==> config.mk <==
export PLATFORM = sky130hd
export DESIGN_NAME = instr_prefetch
export DESIGN_NICKNAME = d
export VERILOG_FILES = /design/src/rtl/ifetch_pkg.sv /design/src/rtl/ifetch_fifo.sv /design/src/rtl/instr_prefetch.sv
export SDC_FILE = /design/constraint.sdc
export NUM_CORES = 1
export LEC_CHECK = 0
export CAP_MARGIN = 20
export CORE_UTILIZATION = 45
export CTS_CLUSTER_DIAMETER = 120
export DETAILED_ROUTE_END_ITERATION = 8
export GPL_ROUTABILITY_DRIVEN = 0
export PLACE_DENSITY = 0.66
export SLEW_MARGIN = 20
export SYNTH_ARGS = -nofsm -noshare
export SYNTH_HDL_FRONTEND = slang
export SYNTH_SLANG_ARGS = --single-unit
==> constraint.sdc <==
create_clock -name clk -period 3.2 [get_ports clk]
set_input_delay 0.48 -clock clk [delete_from_list [all_inputs] [get_ports clk]]
set_output_delay 0.48 -clock clk [all_outputs]
set_load 0.01 [all_outputs]
==> src/rtl/ifetch_pkg.sv <==
// Shared types and sizing helpers for the instruction prefetch front end.
// The optional clock-gating feature is selected with IFETCH_CG_EN (see instr_prefetch).
package ifetch_pkg;

  localparam int unsigned IF_ADDR_WIDTH  = 32;
  localparam int unsigned IF_INSTR_WIDTH = 32;

  // Default-width view of a prefetch FIFO entry.
  typedef struct packed {
    logic [IF_ADDR_WIDTH-1:0]  pc;
    logic [IF_INSTR_WIDTH-1:0] instr;
  } fetch_entry_t;

  function automatic int unsigned inc_bytes(input int unsigned instr_width);
    return instr_width / 8;
  endfunction

  function automatic int unsigned cnt_width(input int unsigned depth);
    return $clog2(depth + 1);
  endfunction

endpackage

==> src/rtl/ifetch_fifo.sv <==
// Parametrised synchronous FIFO with flush, used for both the PC tag queue
// and the prefetch buffer. Flush has priority over push/pop.
module ifetch_fifo
  import ifetch_pkg::*;
#(
  parameter int unsigned W     = 32,
  parameter int unsigned DEPTH = 4
) (
  input  logic                          clk,
  input  logic                          reset_n,
  input  logic                          en_i,
  input  logic                          flush_i,
  input  logic                          push_i,
  input  logic [W-1:0]                  data_i,
  input  logic                          pop_i,
  output logic [W-1:0]                  head_o,
  output logic [cnt_width(DEPTH)-1:0]   count_o
);

  localparam int unsigned PW = $clog2(DEPTH);
  localparam int unsigned CW = cnt_width(DEPTH);

  logic [W-1:0]  mem_q [DEPTH];
  logic [PW-1:0] rd_q, wr_q;
  logic [CW-1:0] count_q;
  logic          full;

  assign full    = (count_q == CW'(DEPTH));
  assign head_o  = mem_q[rd_q];
  assign count_o = count_q;

  always_ff @(posedge clk) begin
    if (!reset_n) begin
      rd_q    <= '0;
      wr_q    <= '0;
      count_q <= '0;
    end else if (en_i) begin
      if (flush_i) begin
        rd_q    <= '0;
        wr_q    <= '0;
        count_q <= '0;
      end else begin
        if (push_i) wr_q <= wr_q + 1'b1;
        if (pop_i)  rd_q <= rd_q + 1'b1;
        count_q <= count_q + CW'(push_i) - CW'(pop_i);
      end
    end
  end

  // Storage carries no reset; only the pointers define validity.
  always_ff @(posedge clk) begin
    if (en_i && push_i && !flush_i) mem_q[wr_q] <= data_i;
  end

  assert property (@(posedge clk) disable iff (!reset_n)
    !(en_i && push_i && full && !flush_i));

endmodule

==> src/rtl/instr_prefetch.sv <==
// Pipelined instruction fetch: owns the PC, issues credit-limited memory requests,
// buffers responses and hands them to decode. Define IFETCH_CG_EN for the clock-gate enable.
module instr_prefetch
  import ifetch_pkg::*;
#(
  parameter int unsigned            ADDR_WIDTH  = 32,
  parameter int unsigned            INSTR_WIDTH = 32,
  parameter int unsigned            DEPTH       = 4,
  parameter logic [ADDR_WIDTH-1:0]  RESET_PC    = '0
) (
  input  logic                   clk,
  input  logic                   reset_n,
  input  logic                   branch_taken,
  input  logic [ADDR_WIDTH-1:0]  branch_target,
  output logic                   req_valid,
  input  logic                   req_ready,
  output logic [ADDR_WIDTH-1:0]  req_addr,
  input  logic                   rsp_valid,
  input  logic [INSTR_WIDTH-1:0] rsp_data,
  output logic                   out_valid,
  input  logic                   out_ready,
  output logic [ADDR_WIDTH-1:0]  out_pc,
  output logic [INSTR_WIDTH-1:0] out_instr,
  output logic                   cg_en
);

  localparam int unsigned           INC        = inc_bytes(INSTR_WIDTH);
  localparam int unsigned           CW         = cnt_width(DEPTH);
  localparam logic [ADDR_WIDTH-1:0] STEP       = ADDR_WIDTH'(INC);
  localparam logic [ADDR_WIDTH-1:0] ALIGN_MASK = ~(ADDR_WIDTH'(INC - 1));

  typedef struct packed {
    logic [ADDR_WIDTH-1:0]  pc;
    logic [INSTR_WIDTH-1:0] instr;
  } entry_t;

  logic [ADDR_WIDTH-1:0] fetch_pc_q, fetch_pc_d;
  logic [CW-1:0]         outstanding_q, outstanding_d;
  logic [CW-1:0]         drop_q, drop_d;
  logic                  run_q;

  logic [CW-1:0]         pf_count, tag_count;
  logic [ADDR_WIDTH-1:0] tag_head;
  entry_t                pf_head, pf_push_data;
  logic [CW:0]           used_sum;
  logic                  credit_ok, issue, rsp_keep, pop, reg_en;

  // Valid/ready: a request or an output transfer happens on a cycle where both
  // valid and ready are high; valid never depends on ready. Responses have no backpressure.
  assign used_sum  = {1'b0, pf_count} + {1'b0, outstanding_q};
  assign credit_ok = used_sum < (CW+1)'(DEPTH);
  assign req_valid = run_q && credit_ok && !branch_taken;
  assign req_addr  = fetch_pc_q;
  assign issue     = req_valid && req_ready;

  assign rsp_keep  = rsp_valid && (drop_q == '0) && !branch_taken;

  assign out_valid = (pf_count != '0) && !branch_taken;
  assign out_pc    = pf_head.pc;
  assign out_instr = pf_head.instr;
  assign pop       = out_valid && out_ready;

  assign pf_push_data = '{pc: tag_head, instr: rsp_data};

`ifdef IFETCH_CG_EN
  logic pf_full;
  assign pf_full = (pf_count == CW'(DEPTH));
  // Idle only when nothing can change; a pop still needs the registers running.
  assign cg_en   = !(pf_full && (outstanding_q == '0) && !branch_taken);
  assign reg_en  = cg_en || pop;
`else
  assign cg_en   = 1'b1;
  assign reg_en  = 1'b1;
`endif

  always_comb begin
    fetch_pc_d    = fetch_pc_q;
    outstanding_d = outstanding_q + CW'(issue) - CW'(rsp_valid);
    drop_d        = drop_q;
    if (branch_taken) begin
      fetch_pc_d = branch_target & ALIGN_MASK;
      drop_d     = outstanding_q - CW'(rsp_valid);
    end else begin
      if (issue) fetch_pc_d = fetch_pc_q + STEP;
      if (rsp_valid && (drop_q != '0)) drop_d = drop_q - 1'b1;
    end
  end

  always_ff @(posedge clk) begin
    if (!reset_n) begin
      fetch_pc_q    <= RESET_PC & ALIGN_MASK;
      outstanding_q <= '0;
      drop_q        <= '0;
      run_q         <= 1'b0;
    end else begin
      outstanding_q <= outstanding_d;
      drop_q        <= drop_d;
      run_q         <= 1'b1;
      if (reg_en) fetch_pc_q <= fetch_pc_d;
    end
  end

  ifetch_fifo #(.W(ADDR_WIDTH), .DEPTH(DEPTH)) u_tag_q (
    .clk     (clk),
    .reset_n (reset_n),
    .en_i    (reg_en),
    .flush_i (branch_taken),
    .push_i  (issue),
    .data_i  (fetch_pc_q),
    .pop_i   (rsp_keep),
    .head_o  (tag_head),
    .count_o (tag_count)
  );

  ifetch_fifo #(.W($bits(entry_t)), .DEPTH(DEPTH)) u_pf_q (
    .clk     (clk),
    .reset_n (reset_n),
    .en_i    (reg_en),
    .flush_i (branch_taken),
    .push_i  (rsp_keep),
    .data_i  (pf_push_data),
    .pop_i   (pop),
    .head_o  (pf_head),
    .count_o (pf_count)
  );

  assert property (@(posedge clk) disable iff (!reset_n)
    !(rsp_valid && (outstanding_q == '0)));

  // Every live tag belongs to an outstanding request that will not be dropped.
  assert property (@(posedge clk) disable iff (!reset_n)
    (({1'b0, tag_count} + {1'b0, drop_q}) == {1'b0, outstanding_q}));

endmodule
==> results.py, run 1 <==
metrics = {
    "logic_synthesis": {
        "synthArstFlopShare": 0,
        "syn-cell-area_sq_um": 16200,
        "synth_ff_type": "sky130_fd_sc_hd__edfxtp_1",
        "ys_types": 50,
        "synth-seq-cells": 420,
        "synth_seq_area_share": 0.745,
        "postSynthCellCount": 849,
        "ys.warnings.count": 0,
        "post_synth.cell_area_avg_sq_um": 19.1,
        "synth_enable_flop_cells": 368,
    },
    "final_layout": {
        "num-fill-cells": 2740,
        "layout.nets": 1133,
        "area_occupied_by_multi_input_gates_sq_um": 3830,
        "final-instance-count-excl-fill": 1534,
        "layout-drive-gt1-share": 0.187,
        "antenna_cells": 0,
        "design_area_sq_um": 20000,
        "regArea_sq_um": 12100,
        "syn_to_final_growth_pct": 23.4,
    },
    "floorplanning": {
        "design.core.area_sq_um": 35500,
        "top_level_ports": 169,
        "std_cell_rows": 69,
        "initial_utilization": 0.457,
        "dieArea_sq_um": 36800,
        "fp.dieH_um": 192,
        "floorplan.die.width_um": 192,
    },
    "worst_setup_path": {
        "worst_path_class_setup": "register to primary output",
        "r2r_end": "outstanding_q[2]$_SDFF_PN0_",
        "worst_r2r_startpoint": "outstanding_q[2]$_SDFF_PN0_",
        "worst_setup_sp_type": "register",
        "critPathRequiredTime_ns": 2.72,
        "timing.critical_path.fanout_max": 18,
        "critical_path.endpoint_type": "primary output",
        "regToRegSetupSlack_ns": 0.62,
        "worst_ep_arrival_time_ns": 2.50,
        "ff2ff_path_depth": 11,
    },
    "timing": {
        "timing_worst_slew_pin_value_ns": 1.03,
        "max-slew-margin-rel": 0.312,
        "report.final.slew_viol_count": 0,
        "final_min_period_over_clock_period": 0.933,
        "grt_setup_unrepaired": "false",
        "post-route-worst-setup-slack_ns": 0.215,
        "setup_viol_count_final": 0,
        "timing_hold_violations_final": 0,
        "clock-skew-final_ns": 0.0139,
        "finalSetupTns_ns": 0,
        "layout_min_cycle_time_ns": 2.98,
        "fmaxAchievable_mhz": 335,
    },
    "clocking": {
        "hold_buf_count_cts": 0,
        "cts_tree": "done",
        "cts_sinks": 420,
        "cts.repair_timing.setup_buffer_count": 0,
        "max-clock-path-buffers": 3,
        "cts_max_level": 2,
        "cts.reportedPaths.clkPinSlew_ns": 0.06,
        "cts_resized": 0,
        "clockRootBuffer": "sky130_fd_sc_hd__clkbuf_16",
        "later_pin_clock_latency_in_the_skew_report_ns": 0.53,
        "tritoncts.num_buffers": 43,
    },
    "grt": {
        "grt_first_pass_wirelength_mm": 49.8,
        "grt_pass1_vias": 8581,
        "antenna_found_initial": 1,
        "grt.total_usage": 0.180,
        "grt_start_max_net_pins": 44,
        "grt-ovfl-total": 0,
    },
    "placed_design": {
        "dpl.hpwl_mm": 20.6,
        "placed_cells_incl_taps": 1458,
        "post_dp_cell_area_sq_um": 18600,
        "place.port_buffers": 161,
        "place_ws_ns": 0.229,
    },
    "worst_hold_path": {
        "timing.hold.worst_path_depth": 2,
        "hp-class": "register to register",
        "timing.hold.worst_endpoint": "u_tag_q.wr_q[1]$_SDFFE_PP0P_",
        "timing.hold.worst.start": "u_tag_q.wr_q[1]$_SDFFE_PP0P_",
    },
    "route": {
        "drt.antenna.violating_nets": 0,
        "wirelength_mm": 32.6,
        "detail_route.drc_violations": 0,
        "firstDrtPassIters": 5,
        "drt-vias-per-instance": 5.49,
        "iteration_0_drc_count_of_the_detailed_router": 449,
        "post_dr_wirelength_cell_um": 21.3,
        "via_count": 8429,
    },
    "pwr": {
        "powerDensity_nw_per_um2": 598,
        "finalPower_mw": 12.0,
        "cellLeakagePower_nw": 6.44,
        "power.ir.vdd_worst_uv": 419,
    },
    "outcome": {
        "run_status": "completed",
    },
    "job": {
        "max_cap_check_violation_count": 0,
    },
}
critical path, cell delays in order (launching register included):
cell and delay, ns:
sky130_fd_sc_hd__dfxtp_4 0.62, sky130_fd_sc_hd__buf_12 0.25, sky130_fd_sc_hd__mux4_2 0.56, sky130_fd_sc_hd__clkdlybuf4s50_1 0.51
synth_stat cells (all sizes together) (8+ instances only):
cell type,count,area share
a21oi,25,0.0077
a31oi,14,0.0054
and2,14,0.0054
and3,14,0.0054
buf,23,0.0089
clkbuf,24,0.0056
dfxtp,52,0.064
edfxtp,368,0.68
ha,19,0.015
inv,24,0.0056
mux4,92,0.13
nand2,27,0.0062
nand3,15,0.0046
nand4,14,0.0054
nor2,29,0.0067
nor3,8,0.0031
o21ai,19,0.0059
xnor2,11,0.0059
cell type report:
type | instances | share of cell area
sequential | 420 | 0.604
multi-input combinational | 361 | 0.191
tap | 461 | 0.0288
timing repair buffer | 192 | 0.100
inverter | 24 | 0.00450
clock buffer | 54 | 0.0584
clock inverter | 22 | 0.0121
cell families after synthesis:
group,Yosys count,synth area share
flops,420,0.745
xor+xnor,14,0.00756
mux,97,0.131
compound gates,83,0.0320
simple gates,141,0.0466
buf+inv,71,0.0200
fa+ha+maj,21,0.0171
other cells,2,0.000463
metrics by stage:
step           hold WS [ns]   util
2_1_floorplan         0.466      -
3_3_place_gp          0.494  0.524
3_5_place_dp          0.507  0.524
4_1_cts               0.517  0.564
5_1_grt               0.553  0.564
6_report              0.516  0.564
registers in the layout, indices dropped and copies added, names as in the netlist, named ones only:
| signal | cells |
|---|---|
| u_tag_q.rd_q | 2 |
| u_pf_q.rd_q | 2 |
| u_pf_q.mem_q | 248 |
| u_pf_q.count_o | 3 |
| outstanding_q | 3 |
| u_tag_q.wr_q | 2 |
| req_addr | 30 |
| u_pf_q.wr_q | 2 |
| u_tag_q.mem_q | 120 |
| drop_q | 3 |
| run_q | 1 |
worst max-delay path by stage:
stage / start / to / slack, ns / cells after the start
finish: register / out_pc[2] / 0.22 / 3
global route: register / out_pc[2] / 0.07 / 3
CTS: register / out_pc[2] / 0.13 / 3
detailed placement: branch_taken / u_pf_q.count_o[1]$_SDFF_PP0_ / 0.23 / 8
global placement: branch_taken / outstanding_q[2]$_SDFF_PN0_ / 0.28 / 11
floorplan: drop_q[0]$_SDFFE_PN0P_ / u_pf_q.mem_q[2][0]$_DFFE_PP_ / 0.29 / 5
metal layers:
layer | track usage | routed length [um] | up-vias
met5 | 0 | 13 | -
met4 | 0.0485 | 626 | 2
met3 | 0.0325 | 1720 | 41
met2 | 0.286 | 15500 | 240
met1 | 0.255 | 14700 | 4345
li1 | - | - | 3801
power by group:
| part | internal (mW) | leakage, nW | switching [mW] |
|---|---|---|---|
| logic | 0.422 | 1.97 | 0.386 |
| clock network | 2.99 | 0.693 | 1.95 |
| registers | 6.12 | 3.78 | 0.106 |
cell usage in the layout (no fill, tap or decap), types with 5 or more instances in the layout:
master / count
sky130_fd_sc_hd__bufinv_16: 5
sky130_fd_sc_hd__and2_1: 10
sky130_fd_sc_hd__clkdlybuf4s50_1: 161
sky130_fd_sc_hd__a41oi_1: 5
sky130_fd_sc_hd__ha_1: 19
sky130_fd_sc_hd__buf_12: 13
sky130_fd_sc_hd__edfxtp_1: 368
sky130_fd_sc_hd__a21oi_1: 25
sky130_fd_sc_hd__nor3_1: 6
sky130_fd_sc_hd__dfxtp_1: 49
sky130_fd_sc_hd__conb_1: 5
sky130_fd_sc_hd__inv_1: 23
sky130_fd_sc_hd__nand3_1: 15
sky130_fd_sc_hd__nand2b_1: 5
sky130_fd_sc_hd__xnor2_1: 11
sky130_fd_sc_hd__o21ai_0: 19
sky130_fd_sc_hd__and3_1: 14
sky130_fd_sc_hd__nand4_1: 14
sky130_fd_sc_hd__nand2_1: 27
sky130_fd_sc_hd__nor2_1: 29
sky130_fd_sc_hd__clkbuf_16: 45
sky130_fd_sc_hd__clkinv_1: 6
sky130_fd_sc_hd__clkinv_2: 9
sky130_fd_sc_hd__mux4_2: 92
sky130_fd_sc_hd__buf_4: 18
sky130_fd_sc_hd__a31oi_1: 14
sky130_fd_sc_hd__clkbuf_1: 8
Note: power is estimated with default switching activity, not from simulation.
==> inputs of run 2 (changes only) <==
==> constraint.sdc (replaced) <==
create_clock -name clk -period 3.4 [get_ports clk]
set_input_delay 0.68 -clock clk [delete_from_list [all_inputs] [get_ports clk]]
set_output_delay 0.68 -clock clk [all_outputs]
set_load 0.01 [all_outputs]
==> run 2 against run 1 <==
Effect of this change: highest routed layer is now met4; critical endpoint is now out_pc[3]; utilization fell by 0.25 points; clock power fell by 8.5%; critical path depth did not move; first-iteration DRC count rose by 35%; power fell by 6.9%; combinational power fell by 5.6%; largest cell class unchanged; die area did not move; sequential power fell by 5.8%; sequential share of layout area rose by 0.28 points.
==> results.py, run 2 (synthesis results as in run 1) <==
metrics = {
    "outcome": {
        "run_status": "completed",
    },
    "worst_setup_path": {
        "worstSetupEndpoint": "out_pc[3]",
        "cp_slowest_stage_delay_ns": 0.63,
        "worst_path_class_setup": "register to primary output",
        "r2r_end": "outstanding_q[2]$_SDFF_PN0_",
        "slowest_stage": "sky130_fd_sc_hd__dfxtp_4",
        "timing.critical_path.fanout_max": 18,
        "critical_path.endpoint_type": "primary output",
        "worst_ep_arrival_time_ns": 2.52,
        "regToRegSetupSlack_ns": 0.83,
        "ff2ff_path_depth": 11,
        "crit_path_cell_trace": "buf_12, mux4_2, clkdlybuf4s50_1",
        "worst_setup_sp_type": "register",
        "worst_r2r_startpoint": "outstanding_q[2]$_SDFF_PN0_",
        "critPathRequiredTime_ns": 2.72,
    },
    "pwr": {
        "power.share.switching": 0.205,
        "internal_power_mw": 8.86,
        "power_frac_seq": 0.526,
        "p_comb_frac": 0.068,
        "power.ir.vdd_worst_uv": 335,
        "powerDensity_nw_per_um2": 560,
        "cellLeakagePower_nw": 6.38,
        "finalPower_mw": 11.2,
        "clock_power_share": 0.406,
        "switchingPower_mw": 2.29,
    },
    "timing": {
        "timing_worst_slew_pin_value_ns": 1.06,
        "finalSetupTns_ns": 0,
        "setup_viol_count_final": 0,
        "hold_ws_ns": 0.500,
        "final_min_period_over_clock_period": 0.941,
        "max-slew-margin-rel": 0.295,
        "post-route-worst-setup-slack_ns": 0.202,
        "report.final.slew_viol_count": 0,
        "grt_setup_unrepaired": "false",
        "clock-skew-final_ns": 0.0212,
        "layout_min_cycle_time_ns": 3.20,
        "timing_hold_violations_final": 0,
        "fmaxAchievable_mhz": 313,
    },
    "route": {
        "detail_route.drc_violations": 0,
        "via_count": 8383,
        "post_dr_wirelength_cell_um": 21.5,
        "iteration_0_drc_count_of_the_detailed_router": 607,
        "wirelength_mm": 33.0,
        "firstDrtPassIters": 4,
        "drt.antenna.violating_nets": 0,
        "drt-vias-per-instance": 5.48,
    },
    "placed_design": {
        "dpl.hpwl_mm": 20.6,
        "post_dp_cell_area_sq_um": 18600,
        "place_ws_ns": 0.199,
        "placed_cells_incl_taps": 1454,
        "place.port_buffers": 161,
    },
    "floorplanning": {
        "floorplan.die.width_um": 192,
        "top_level_ports": 169,
        "initial_utilization": 0.457,
        "fp.dieH_um": 192,
        "dieArea_sq_um": 36800,
        "design.core.area_sq_um": 35500,
        "std_cell_rows": 69,
    },
    "grt": {
        "grt_first_pass_wirelength_mm": 49.9,
        "antenna_found_initial": 0,
        "grt-ovfl-total": 0,
        "grt.total_usage": 0.181,
        "grt_start_max_net_pins": 59,
        "grt_pass1_vias": 8519,
    },
    "job": {
        "max_cap_check_violation_count": 0,
    },
    "final_layout": {
        "design_area_sq_um": 19900,
        "final_cell_mix": "368 x sky130_fd_sc_hd__edfxtp_1, 161 x sky130_fd_sc_hd__clkdlybuf4s50_1, 92 x sky130_fd_sc_hd__mux4_2, 48 x sky130_fd_sc_hd__dfxtp_1, 43 x sky130_fd_sc_hd__clkbuf_16",
        "syn_to_final_growth_pct": 22.8,
        "antenna_cells": 0,
        "utilization": 0.562,
        "layout-drive-gt1-share": 0.178,
        "final-instance-count-excl-fill": 1531,
        "mostFrequentLayoutCell": "sky130_fd_sc_hd__edfxtp_1",
        "regMostFlops": "u_pf_q.mem_q",
        "layout.nets": 1129,
        "number_of_flip_flops_under_the_largest_register_name": 248,
    },
    "clocking": {
        "cts_max_level": 2,
        "cts_sinks": 420,
        "later_pin_clock_latency_in_the_skew_report_ns": 0.54,
        "cts_tree": "done",
        "cts_resized": 0,
        "hold_buf_count_cts": 0,
        "tritoncts.num_buffers": 43,
        "max-clock-path-buffers": 3,
        "clockRootBuffer": "sky130_fd_sc_hd__clkbuf_16",
        "cts.repair_timing.setup_buffer_count": 0,
        "cts.reportedPaths.clkPinSlew_ns": 0.06,
    },
    "worst_hold_path": {
        "hp-class": "register to register",
    },
}
-- run 2: worst min-delay path by stage --
stage / from / endpoint / cells after the start / slack (ns)
CTS: u_tag_q.wr_q[1]$_SDFFE_PP0P_ / u_tag_q.wr_q[1]$_SDFFE_PP0P_ / 2 / 0.50
floorplan: u_tag_q.wr_q[1]$_SDFFE_PP0P_ / u_tag_q.wr_q[1]$_SDFFE_PP0P_ / 2 / 0.47
detailed placement: u_tag_q.wr_q[1]$_SDFFE_PP0P_ / u_tag_q.wr_q[1]$_SDFFE_PP0P_ / 2 / 0.49
finish: u_tag_q.wr_q[1]$_SDFFE_PP0P_ / u_tag_q.wr_q[1]$_SDFFE_PP0P_ / 2 / 0.50
global placement: u_tag_q.wr_q[1]$_SDFFE_PP0P_ / u_tag_q.wr_q[1]$_SDFFE_PP0P_ / 2 / 0.49
global route: u_tag_q.wr_q[1]$_SDFFE_PP0P_ / u_tag_q.wr_q[1]$_SDFFE_PP0P_ / 2 / 0.53
-- run 2: power by group through the flow --
| stage | registers, mW | clock network [mW] | logic [mW] |
|---|---|---|---|
| 2_1_floorplan | 5.95 | 0 | 0.391 |
| 3_3_place_gp | 5.97 | 0 | 0.759 |
| 3_5_place_dp | 5.97 | 0 | 0.771 |
| 4_1_cts | 5.87 | 4.63 | 0.776 |
| 5_1_grt | 5.88 | 4.81 | 0.830 |
| 6_report | 5.87 | 4.52 | 0.763 |
-- run 2: area by class of cell --
class,count,area [sq um]
fill,2703,15600
tap,461,577
sequential,420,12100
inverter,24,90.1
timing repair buffer,188,1980
clock buffer,54,1120
multi-input combinational,361,3830
clock inverter,23,233
-- run 2: worst max-delay path, delay by kind of cell, from the launching register on --
family                 cells  cell delay [ns]
buffers and inverters      2             0.76
muxes                      1             0.57
DFF                        1             0.63
-- run 2: routing by layer --
layer	vias to the layer above	part of all wire	track usage
met5	-	0	0
met4	0	0.019	0.0455
met3	44	0.060	0.0380
met2	255	0.49	0.298
met1	4285	0.44	0.246
li1	3799	-	-
==> inputs of run 3 (changes only) <==
SLEW_MARGIN = unset   (was 20)
==> results of run 3 <==
Same layout as run 2: the final DEF is identical, and so are final timing and power.
